**src/rtl/fifo2_sync.sv**
```systemverilog
// fifo2_sync: single-clock FIFO with optional first-word-fall-through read,
// occupancy count, almost-full/almost-empty thresholds and sticky error flags.
module fifo2_sync #(
   parameter int DSIZE     = 8,
   parameter int ASIZE     = 4,
   parameter int FWFT      = 0,
   parameter int AFULL_TH  = (1 << ASIZE) - 2,
   parameter int AEMPTY_TH = 2
) (
   input  logic             clk,
   input  logic             rst,
   input  logic [DSIZE-1:0] wdata,
   input  logic             winc,
   output logic             wfull,
   output logic             walmost_full,
   input  logic             rinc,
   output logic [DSIZE-1:0] rdata,
   output logic             rempty,
   output logic             ralmost_empty,
   output logic [ASIZE:0]   count,
   output logic             overflow,
   output logic             underflow
);

   localparam int unsigned DEPTH = 1 << ASIZE;
   localparam logic [ASIZE:0] DEPTH_C  = (ASIZE+1)'(DEPTH);
   localparam logic [ASIZE:0] AFULL_C  = (ASIZE+1)'(AFULL_TH);
   localparam logic [ASIZE:0] AEMPTY_C = (ASIZE+1)'(AEMPTY_TH);

   logic [DSIZE-1:0] r_mem [DEPTH];
   logic [ASIZE:0]   r_wbin;
   logic [ASIZE:0]   r_rbin;
   logic [ASIZE:0]   r_count;
   logic             r_wfull;
   logic             r_rempty;
   logic             r_afull;
   logic             r_aempty;
   logic             r_ovf;
   logic             r_udf;

   logic             w_wacc;
   logic             w_racc;
   logic [ASIZE-1:0] w_waddr;
   logic [ASIZE-1:0] w_raddr;
   logic [ASIZE:0]   w_count_next;

   assign w_wacc  = winc & ~r_wfull;
   assign w_racc  = rinc & ~r_rempty;
   assign w_waddr = r_wbin[ASIZE-1:0];
   assign w_raddr = r_rbin[ASIZE-1:0];

   // Next occupancy: a simultaneous accepted write and read leaves it unchanged
   always_comb begin
      w_count_next = r_count;
      case ({w_wacc, w_racc})
         2'b10:   w_count_next = r_count + 1'b1;
         2'b01:   w_count_next = r_count - 1'b1;
         default: w_count_next = r_count;
      endcase
   end

   // Storage array; never cleared, and writes are blocked during reset
   always_ff @(posedge clk) begin
      if (w_wacc && !rst) begin
         r_mem[w_waddr] <= wdata;
      end
   end

   // Pointers, occupancy and flags, all registered from the next count
   always_ff @(posedge clk) begin
      if (rst) begin
         r_wbin   <= '0;
         r_rbin   <= '0;
         r_count  <= '0;
         r_wfull  <= 1'b0;
         r_rempty <= 1'b1;
         r_afull  <= 1'b0;
         r_aempty <= 1'b1;
      end else begin
         if (w_wacc) r_wbin <= r_wbin + 1'b1;
         if (w_racc) r_rbin <= r_rbin + 1'b1;
         r_count  <= w_count_next;
         r_wfull  <= (w_count_next == DEPTH_C);
         r_rempty <= (w_count_next == '0);
         r_afull  <= (w_count_next >= AFULL_C);
         r_aempty <= (w_count_next <= AEMPTY_C);
      end
   end

   // Sticky error flags; refused requests set them until reset
   always_ff @(posedge clk) begin
      if (rst) begin
         r_ovf <= 1'b0;
         r_udf <= 1'b0;
      end else begin
         if (winc && r_wfull)  r_ovf <= 1'b1;
         if (rinc && r_rempty) r_udf <= 1'b1;
      end
   end

   generate
      if (FWFT != 0) begin : g_fwft
         // Head word is presented combinationally from the read address
         always_comb begin
            rdata = r_mem[w_raddr];
         end
      end else begin : g_reg
         logic [DSIZE-1:0] r_rdata;
         // Registered read: loaded only when a read is accepted
         always_ff @(posedge clk) begin
            if (rst) begin
               r_rdata <= '0;
            end else if (w_racc) begin
               r_rdata <= r_mem[w_raddr];
            end
         end
         assign rdata = r_rdata;
      end
   endgenerate

   // Pointer distance must always equal the tracked occupancy
   a_ptr_count : assert property (@(posedge clk) disable iff (rst)
      ((r_wbin - r_rbin) == r_count));

   assign wfull         = r_wfull;
   assign walmost_full  = r_afull;
   assign rempty        = r_rempty;
   assign ralmost_empty = r_aempty;
   assign count         = r_count;
   assign overflow      = r_ovf;
   assign underflow     = r_udf;

endmodule

```
**config.mk**
```make
export PLATFORM = sky130hd
export DESIGN_NAME = fifo2_sync
export DESIGN_NICKNAME = d
export VERILOG_FILES = /design/src/rtl/fifo2_sync.sv
export SDC_FILE = /design/constraint.sdc
export NUM_CORES = 1
export LEC_CHECK = 0
export CORE_MARGIN = 3
export CORE_UTILIZATION = 50
export CTS_CLUSTER_DIAMETER = 60
export DETAILED_ROUTE_END_ITERATION = 10
export DONT_BUFFER_PORTS = 1
export PLACE_DENSITY = 0.72
export SLEW_MARGIN = 40
export SYNTH_ARGS = -nofsm -noshare
export SYNTH_HDL_FRONTEND = slang
export SYNTH_SLANG_ARGS = --single-unit
```
**constraint.sdc**
```tcl
create_clock -name clk -period 2.2 [get_ports clk]
set_input_delay 0.22 -clock clk [delete_from_list [all_inputs] [get_ports clk]]
set_output_delay 0.22 -clock clk [all_outputs]
set_load 0.01 [all_outputs]
```
; Word-level counts from Yosys, hierarchy flattened
; Memory sizes are Yosys's and may differ from the RTL's. A register that Yosys moved wholly into a read port is not among the register bits.
; Index checks and enable logic that the tools add are counted.
[word_totals]
out_inout_bits = 19
register_bits = 21
ramBits = 128
in_bits = 12
n_memories = 1
wordCells = 31
[mem_list]
columns = name, words, width, rd, rd_clocked_by_memory_dff, wr, line
row1 = r_mem, 16, 8, 1, 1, 1, 30  ; logic [DSIZE-1:0] r_mem [DEPTH];
[op_classes]
reduce_logical = 5
muxes = 3
n_bitwise = 4
addsub = 4
n_eq_ne = 3
magnitude_cmp = 2
[ops]
columns = cell, count
row1 = $add 5x1->5 const B, 3
row2 = $pmux 5 s2, 1
row3 = $eq 5x5->1 const B, 1
row4 = $ge 5x4->1 const B, 1
row5 = $le 5x2->1 const B, 1
row6 = $logic_not 5->1, 1
row7 = $sub 5x1->5 const B, 1
row8 = $logic_and 1x1->1, 3
row9 = $and 1x1->1, 2
row10 = $eq 2x1->1 const B, 1
row11 = $eq 2x2->1 const B, 1
row12 = $mux 1, 2
row13 = $not 1->1, 2
row14 = $logic_not 1->1, 1

; Logic depth before layout (Yosys ltp)
; Gate-level depths: netlist of the first run.
[logic_depth]
ltp_word = 5
ltp_mapped = 11
ltp_nobuf = 10

; Worst setup path after synthesis of the first run
; No wires, ideal clock.
[synth_timing]
path_type = flip-flop to flip-flop
start = register r_wfull (netlist: wfull)
end = register r_rempty (netlist: rempty)
n_path_buf = 1
synth_period_minus_slack_ps = 2208
arrival_ps = 2092
setup_slack_ps = -8
required_time_ps = 2084
setup_ps = 116
path_stages_with_launch = 12
path_cell_list = dfxtp_1 nor2b_4 buf_6 inv_4 nand2_1 xnor2_1 ha_1 a21oi_1 a21boi_1 o21ba_2 or3_1 a41o_1
[synth_via]
elab_chain_cells = 5
elab_cells_between_ends = 6
cone_classes = eq/ne: 2 / mux: 1 / bitwise: 2 / reduce/logical: 1
[synth_lines]
columns = element, line
row1 = from (decl), 34  ; logic r_wfull;
row2 = from (signal assigned), 83  ; r_wfull <= (w_count_next == DEPTH_C);
row3 = $not 1->1 (*), 47  ; assign w_wacc = winc & ~r_wfull;
row4 = $and 1x1->1 (*), 47
row5 = $eq 2x1->1 / $eq 2x2->1 (equally long branches), 55  ; case ({w_wacc, w_racc})
row6 = $pmux 5 s2 (*), 55
row7 = $logic_not 5->1 (*), 84  ; r_rempty <= (w_count_next == '0);
row8 = to (signal assigned), 84
row9 = to (decl), 35  ; logic r_rempty;
; Every way passes the cells marked *; elsewhere a longest branch is shown, timed or not.
; A chain may end at the register's enable or synchronous reset.

; Worst setup path in the final report of the first run
[layout_timing]
start = register r_rempty (netlist: rempty)
end = register r_wfull (netlist: wfull)
[layout_via]
elab_chain_cells = 5
elab_cells_between_ends = 6
cone_classes = eq/ne: 3 / mux: 1 / bitwise: 2
[layout_lines]
columns = element, line
row1 = $not 1->1 (*), 48  ; assign w_racc = rinc & ~r_rempty;
row2 = $and 1x1->1 (*), 48
row3 = $eq 2x1->1 / $eq 2x2->1 (equally long branches), 55
row4 = $pmux 5 s2 (*), 55
row5 = $eq 5x5->1 (*), 83
; Marked as above.

==> metrics.cfg, run 1 <==
[logic_synthesis]
synthFlopType=edfxtp_1
yosysMostFrequentCell=edfxtp_1
yosys_warnings=0
synth_top_cell_by_area=edfxtp_1
synth_top_area_share_pct=62.1
netlist_top_cells_count=edfxtp_1 (128), nor2_1 (35), mux4_2 (32)
ys_types=46
synthCells=364
synth_edf_count=128
syn_nets=383
ys_ff_latch=155
avgSynthCellArea_um2=17.0
async_reset_ff_share_pct=0
netlist_area_mm2=0.00619
yosysSeqAreaShare_pct=70.8
synth.area.top_cells=edfxtp_1 (62%), mux4_2 (12%), dfxtp_1 (8.7%)

[timing]
layout_setup_ws_ns=-0.0358
drv_slew=0
hold_slack_ns=-0.139
slew_headroom_pct=61.1
worstMarginPinSlew_ns=0.582
hold_viol=15
setup_viol=2
fin_skew_ns=0.0141
period_needed_ns=2.24
max_freq_mhz=447
rsz0062_at_grt=yes
period_share_pct=102
setup-tns-final_ns=-0.0571

[clocking]
cts_tree=built
clkLatencyLatePin_ns=0.43
cts.sinks=155
cts_buffers=17
clkTransAtPathRegs_ns=0.06
cts.htree.levels=4
cts_root_buffer=clkbuf_16
cts_buffer_depth=2
ctsHoldBuffers=19

[critical_path]
crit_path_start_kind=flop
end_kind=flop
worstPathRequired_ns=2.52
critPathKind=reg -> reg
arrival_ns=2.55
path_max_fanout=5

[drt]
drt_pre_antenna_iters=4
drtIter0Drc=393
wl_um=12600
drc_errors=0
num_vias=3403
ant_nets=0
wl_per_cell_um=21.2
vias_per_cell=5.70

[global_route]
grt_use_total_pct=19.8
grt_max_degree=36
antenna_found_initial=0
grt_remaining_overflow=0
grt_pass1_wl_um=19100
grt_pass1_vias=3423

[power]
ir_drop_mv=0.767
leakagePower_nw=2.52
power_density_mw_per_mm2=1030
finalPower_mw=7.64

[job]
maxCapViolCount=0

[layout]
area_growth_pct=20.1
layout.area.seq_mm2=0.00439
diodes=0
layout-drive-gt1-share_pct=28.0
fillers=862
fin_nets=435
multi_input_area_mm2=0.00171
stdcell_area_mm2=0.00744

[place]
dp_hpwl_um=7410
placement.io_buffers=0
place_congestion=0.800
placed_area_mm2=0.00656

[floorplan]
dieArea_mm2=0.0138
ios=31
core_area_mm2=0.0121
die_h_um=117
die_w_um=117
initial_core_util_pct=51.3
num_rows=40

[outcome]
status=complete, but fails checks
violations=negative hold slack, negative setup slack

[worst_hold_path]
hp-class=in -> reg

## final cells by class
type | instances | share of cell area [%]
tap | 168 | 2.83
inverter | 8 | 0.471
timing repair buffer | 55 | 6.53
multi-input combinational | 179 | 23.0
sequential | 155 | 59.0
clock buffer | 24 | 6.61
clock inverter | 8 | 1.55
## layer usage
layer / global-route usage (%) / wire, um / share of wire [%]
met1: 27.0 / 5370 / 43
met2: 30.3 / 6290 / 50
met3: 4.83 / 783 / 6.2
met4: 9.40 / 190 / 1.5
met5: 0 / 0 / 0
## cell usage in the layout (no fill, tap or decap), types with 3 or more instances in the layout
cell type	instances
a21oi_1	22
a22oi_1	16
buf_4	34
bufinv_16	3
clkbuf_1	3
clkbuf_16	17
clkbuf_8	4
clkinv_2	5
dfxtp_1	24
dfxtp_2	3
dlygate4sd3_1	19
edfxtp_1	128
ha_1	5
inv_1	6
mux4_2	32
nand2_1	12
nand4_1	3
nor2_1	35
nor3_1	5
xnor2_1	4
xor2_1	5
## final timing paths
| kind | slack, ns | end | cells past startpoint | start |
|---|---|---|---|---|
| setup / recovery | -0.04 | wfull | 10 | rempty |
| hold / removal | -0.14 | rdata[0] | 1 | rst |
| setup reg to reg | -0.04 | wfull | 10 | rempty |
| hold reg to reg | 0.55 | rdata[3] | 2 | rdata[3] |
## sequential cells by signal, indices dropped and copies added, names as in the netlist, 4 cells and up
register  flops
rdata         8
r_rbin        4
r_wbin        4
r_mem       128
count         5
## cell families after synthesis
logic type | Yosys count | share of synthesized area (%)
flops | 155 | 70.8
simple gates | 73 | 5.88
compound gates | 55 | 6.12
mux | 33 | 11.8
buf+inv | 30 | 2.44
xor+xnor | 11 | 1.56
fa+ha+maj | 7 | 1.41
## per-stage QoR
step,instances,hold slack [ns],utilization (%),setup slack [ns]
2_1_floorplan,364,0.319,-,0.00670
3_3_place_gp,543,0.291,54.4,0.0828
3_5_place_dp,543,0.295,54.4,-0.00344
4_1_cts,594,-0.153,61.2,-0.00622
5_1_grt,597,-0.156,61.7,-0.156
6_report,597,-0.139,61.7,-0.0358
## critical path, cell delays in order, from the launching register on
cell and delay (ns):
dfxtp_2 0.32, nand2b_4 0.14, inv_4 0.07, nand2_4 0.05
xnor2_2 0.14, ha_2 0.24, nor3b_2 0.17, a31oi_1 0.12
a221oi_2 0.39, xnor2_2 0.19, nor4b_2 0.30
## power by group
group	leakage [nW]	total (mW)	switching (mW)	internal [mW]
registers	1.37	3.42	0.122	3.30
clock network	0.304	2.96	1.06	1.89
logic	0.841	1.26	0.630	0.635
## repair_timing
action | in CTS | in global routing
endpoints found under the setup margin | 4 | 6
setup buffers | 0 | 3
endpoints found under the hold margin | 155 | 16
gates cloned | 0 | 0
pin swaps | 2 | 8
gates resized for setup | 5 | 8
Note: power is estimated with default switching activity, not from simulation.
==> inputs of run 2 (changes only) <==
- CAP_MARGIN: unset -> 20
- CORE_UTILIZATION: 50 -> 30
- PLACE_DENSITY: 0.72 -> 0.49
==> metrics.cfg, run 2 (synthesis gave the netlist of run 1 again) <==
[layout]
diodes=0  ; unchanged
fin_nets=424  ; -2.5%
largest_reg_flops=128  ; unchanged
layout-drive-gt1-share_pct=28.5  ; +0.50 points
top_register=r_mem
fin_util_pct=37.6  ; -24 points
stdcell_area_mm2=0.00746  ; +0.32%
layout_common_cells=edfxtp_1 (128), nor2_1 (35), mux4_2 (32)
area_growth_pct=20.5
final_common_cell=edfxtp_1
final_cells=683  ; +14%

[clocking]
cts.sinks=155  ; unchanged
cts_root_buffer=clkbuf_16
cts_buffer_depth=2  ; unchanged
clkLatencyLatePin_ns=0.41  ; -0.02 ns
cts.htree.levels=4  ; unchanged
cts_tree=built
cts_buffers=17  ; unchanged
clkTransAtPathRegs_ns=0.06  ; about the same

[global_route]
grt_pass1_vias=3417  ; -0.18%
grt_max_degree=36  ; unchanged
grt_use_total_pct=11.8  ; -8.0 points
met1_usage_pct=15.5  ; -12 points
use_met3_pct=3.21  ; -1.6 points
grt_pass1_wl_um=19600  ; +2.2%
antenna_found_initial=1  ; +1
grt_use_met2_pct=19.0  ; -11 points
busiest_layer=met2
grt_remaining_overflow=0  ; unchanged

[floorplan]
dieArea_mm2=0.0224  ; +63%
die_w_um=150  ; +28%
initial_core_util_pct=31.2  ; -20 points
ios=31  ; unchanged
die_h_um=150  ; +28%
num_rows=51  ; +28%
core_area_mm2=0.0198  ; +65%

[timing]
layout_setup_ws_ns=0.0284  ; +0.0641 ns
worstMarginPinSlew_ns=0.635  ; +0.0525 ns
fin_skew_ns=0.00781  ; -0.00630 ns
setup_viol=0  ; -2
drv_slew=0  ; unchanged
hold_viol=0  ; -15
max_freq_mhz=460  ; +3.0%
rsz0062_at_grt=yes
slew_headroom_pct=57.6  ; -3.6 points
period_share_pct=98.7  ; -2.9 points
hold_slack_ns=0.0690  ; +0.208 ns
period_needed_ns=2.17  ; -0.0641 ns

[place]
dp.cells=639  ; +18%
place_congestion=0.821  ; +2.5%
dp_hpwl_um=8040  ; +8.6%
placement.io_buffers=0  ; unchanged
dp_slack_ns=-0.0234  ; -0.0199 ns
placed_area_mm2=0.00667  ; +1.7%

[power]
power_density_mw_per_mm2=1030  ; +0.15%
leakagePower_nw=2.44  ; -3.3%
ir_drop_mv=0.524  ; -32%

[critical_path]
end_kind=flop
crit_path_start_kind=flop
arrival_ns=2.49  ; -0.06 ns
worstPathRequired_ns=2.52  ; about the same
path_max_fanout=5  ; unchanged
critPathKind=reg -> reg

[outcome]
status=complete, no violations

[drt]
num_vias=3217  ; -5.5%
drt_pre_antenna_iters=4  ; unchanged
drtIter0Drc=146  ; -63%
ant_nets=0  ; unchanged
wl_per_cell_um=18.2  ; -14%
drc_errors=0  ; unchanged
wl_um=12400  ; -1.7%
vias_per_cell=4.71  ; -17%

[job]
maxCapViolCount=0  ; unchanged

[worst_hold_path]
hp-class=in -> reg

==> run 2: worst max-delay path, stage by stage, from the launching register on <==
cell	delay [ns]
dfxtp_2	0.32
nand2b_4	0.13
inv_2	0.06
nand2_2	0.06
xnor2_2	0.14
ha_2	0.23
nor3b_2	0.18
a31oi_1	0.12
a221oi_2	0.37
xnor2_2	0.17
nor4b_2	0.30
==> run 2: path summary, 6_finish.rpt <==
kind | startpoint | endpoint | slack (ns) | cells after the start
setup / recovery | rempty | wfull | 0.03 | 10
hold / removal | rst | r_wbin[1] | 0.07 | 2
setup reg to reg | rempty | wfull | 0.03 | 10
hold reg to reg | r_wbin[1] | r_wbin[1] | 0.52 | 2
==> run 2: area by class of cell <==
cell class	instances	area (um2)
fill	1837	12400
sequential	155	4390
tap	265	332
inverter	8	32.5
clock inverter	12	159
clock buffer	20	467
multi-input combinational	179	1690
timing repair buffer	44	393
==> run 2: what timing repair did <==
item / CTS / global route
pin swaps: 1 / 9
endpoints found under the setup margin: 4 / 5
buffers inserted: 0 / 1
hold endpoints to repair: 155 / 0
gates resized for setup: 4 / 4
hold buffers: 11 / 0
==> run 2: metal layers <==
| metal | wire length [um] | part of all wire [%] | up-vias |
|---|---|---|---|
| met2 | 6090 | 49 | 47 |
| met1 | 5620 | 45 | 1642 |
| li1 | - | - | 1512 |
| met3 | 516 | 4.2 | 14 |
| met5 | 13 | 0.10 | - |
| met4 | 193 | 1.6 | 2 |
==> run 2: power by group <==
group | leakage, nW | total (mW) | internal (mW) | switching (mW)
logic | 0.754 | 1.22 | 0.596 | 0.622
clock network | 0.309 | 3.04 | 1.89 | 1.15
registers | 1.37 | 3.42 | 3.30 | 0.119
total | 2.44 | 7.68 | 5.79 | 1.89
==> run 2: through the flow <==
| step | power, mW | TNS [ns] |
|---|---|---|
| after floorplan | 4.32 | 0 |
| after detailed placement | 4.61 | -0.0328 |
| final | 7.68 | 0 |
| after global placement | 4.61 | 0 |
| after global routing | 8.02 | -0.421 |
| after CTS | 7.75 | 0 |
==> inputs of run 3 (changes only) <==
==> constraint.sdc (replaced) <==
create_clock -name clk -period 2.2 [get_ports clk]
set_input_delay 0.22 -clock clk [delete_from_list [all_inputs] [get_ports clk]]
set_output_delay 0.22 -clock clk [all_outputs]
set_load 0.05 [all_outputs]
==> metrics.cfg, run 3 (synthesis gave the netlist of run 1 again) <==
[outcome]
status=complete, no violations

[layout]
layout-drive-gt1-share_pct=28.9  ; +0.40 points
largest_reg_flops=128  ; unchanged
layout_common_cells=edfxtp_1 (128), nor2_1 (35), buf_4 (35)
final_common_cell=edfxtp_1
multi_input_area_mm2=0.00174  ; +2.7%
diodes=0  ; unchanged
area_growth_pct=21.7
fin_nets=432  ; +1.9%
top_register=r_mem
layout.area.seq_mm2=0.00439  ; +0.14%
fillers=1831  ; -0.33%
stdcell_area_mm2=0.00754  ; +0.97%

[drt]
drtIter0Drc=311  ; +110%
ant_nets=0  ; unchanged
wl_per_cell_um=19.4  ; +6.7%
drc_errors=0  ; unchanged
num_vias=3355  ; +4.3%
wl_um=13400  ; +7.9%
drt_pre_antenna_iters=4  ; unchanged
vias_per_cell=4.86  ; +3.1%

[clocking]
cts_buffer_depth=2  ; unchanged
cts.sinks=155  ; unchanged
clkLatencyLatePin_ns=0.41  ; about the same
cts_tree=built
clkTransAtPathRegs_ns=0.06  ; about the same
cts_root_buffer=clkbuf_16
cts.htree.levels=4  ; unchanged
cts_buffers=17  ; unchanged

[critical_path]
worstPathRequired_ns=2.51  ; about the same
arrival_ns=2.46  ; -0.03 ns
end_kind=flop
critPathMaxStageDelay_ns=0.34  ; -0.03 ns
path_max_fanout=5  ; unchanged
cp_slowest_cell=dfxtp_4
critPathKind=reg -> reg
crit_path_start_kind=flop
crit_chain=nand2b_4, inv_4, nand2_4, xnor2_4, ha_4, buf_6, nor4b_2, a31oi_1, a221oi_2, xnor2_2, a41o_1

[power]
clkPwrFrac_pct=36.8  ; -2.8 points
pwr-share-seq_pct=45.3  ; +0.8 points
internal-power_mw=5.74  ; -0.70%
switching_share_pct=27.0  ; +2.3 points
power_density_mw_per_mm2=1040  ; +1.5%
power.share.combinational_pct=17.9  ; +2.0 points
leakagePower_nw=2.46  ; +1.1%
power.switching_mw=2.12  ; +12%
ir_drop_mv=0.462  ; -12%

[global_route]
grt_remaining_overflow=0  ; unchanged
grt_pass1_vias=3495  ; +2.3%
grt_max_degree=36  ; unchanged
grt_pass1_wl_um=20800  ; +6.2%
grt_use_total_pct=12.8  ; +0.96 points
antenna_found_initial=1  ; unchanged

[timing]
hold_viol=0  ; unchanged
worstMarginPinSlew_ns=0.627  ; -0.00789 ns
slew_headroom_pct=58.1  ; +0.53 points
layout_setup_ws_ns=0.0467  ; +0.0183 ns
period_needed_ns=2.15  ; -0.0183 ns
hold_slack_ns=0.253  ; +0.184 ns
drv_slew=0  ; unchanged
fin_skew_ns=0.00688  ; -0.000930 ns
period_share_pct=97.9  ; -0.83 points
rsz0062_at_grt=yes
setup_viol=0  ; unchanged
max_freq_mhz=464  ; +0.85%

[floorplan]
dieArea_mm2=0.0224  ; unchanged
core_area_mm2=0.0198  ; unchanged
num_rows=51  ; unchanged
die_h_um=150  ; unchanged
initial_core_util_pct=31.2  ; unchanged
die_w_um=150  ; unchanged
ios=31  ; unchanged

[job]
maxCapViolCount=0  ; unchanged

[place]
placed_area_mm2=0.00675  ; +1.2%
dp_slack_ns=0.0601  ; +0.0834 ns
placement.io_buffers=0  ; unchanged
dp_hpwl_um=8290  ; +3.0%
place_congestion=0.743  ; -9.5%

[worst_hold_path]
hp-class=in -> reg

-- run 3: what timing repair did --
| item | 4_1_cts | 5_1_grt |
|---|---|---|
| endpoints found under the hold margin | 155 | 0 |
| hold buffers | 14 | 0 |
| setup buffers | 0 | 2 |
| resized for setup | 0 | 7 |
| endpoints found under the setup margin | 0 | 5 |
-- run 3: final cells by class --
cell class              instances  area share (%)
repair buffers                 52            5.96
clock buffers                  20            5.79
inverters                       8           0.498
well taps                     265            4.40
clock inverters                12            1.98
flip-flops and latches        155            58.3
multi-input cells             179            23.1
-- run 3: worst paths after layout --
check | startpoint | to | slack, ns | cells after the start
max | rempty | ralmost_empty | 0.05 | 11
min | rst | count[2] | 0.25 | 2
max reg2reg | rempty | ralmost_empty | 0.05 | 11
min reg2reg | r_wbin[1] | r_wbin[1] | 0.53 | 2
-- run 3: through the flow --
stage	instances	setup TNS (ns)	power (mW)	utilization (%)
3_5_place_dp	643	0	4.91	34.0
6_report	691	0	7.87	38.0
2_1_floorplan	364	0	4.61	-
5_1_grt	691	-0.189	8.21	38.0
3_3_place_gp	643	0	4.90	34.0
4_1_cts	689	0	7.88	37.7
-- run 3: per-layer routing --
metal	track usage (%)	vias up	routed length, um
met5	0	-	13
met4	3.84	2	112
met3	3.54	10	831
met2	19.1	79	6400
met1	18.3	1736	6050
li1	-	1528	-
-- run 3: power groups by stage --
stage | sequential [mW] | combinational (mW) | clock [mW]
after global placement | 3.61 | 1.29 | 0
after CTS | 3.55 | 1.37 | 2.95
after detailed placement | 3.62 | 1.29 | 0
after global routing | 3.58 | 1.55 | 3.08
after floorplan | 3.71 | 0.896 | 0
final | 3.56 | 1.41 | 2.89
-- run 3: worst max-delay path, delay by kind of cell (launching register included) --
kind                     cells  cell delay, ns
buffers and inverters        2            0.17
AND/OR/NAND/NOR              3            0.40
adder cells (fa/ha/maj)      1            0.18
flip-flops                   1            0.34
XOR/XNOR                     2            0.30
AO/OA/AOI/OAI                3            0.63
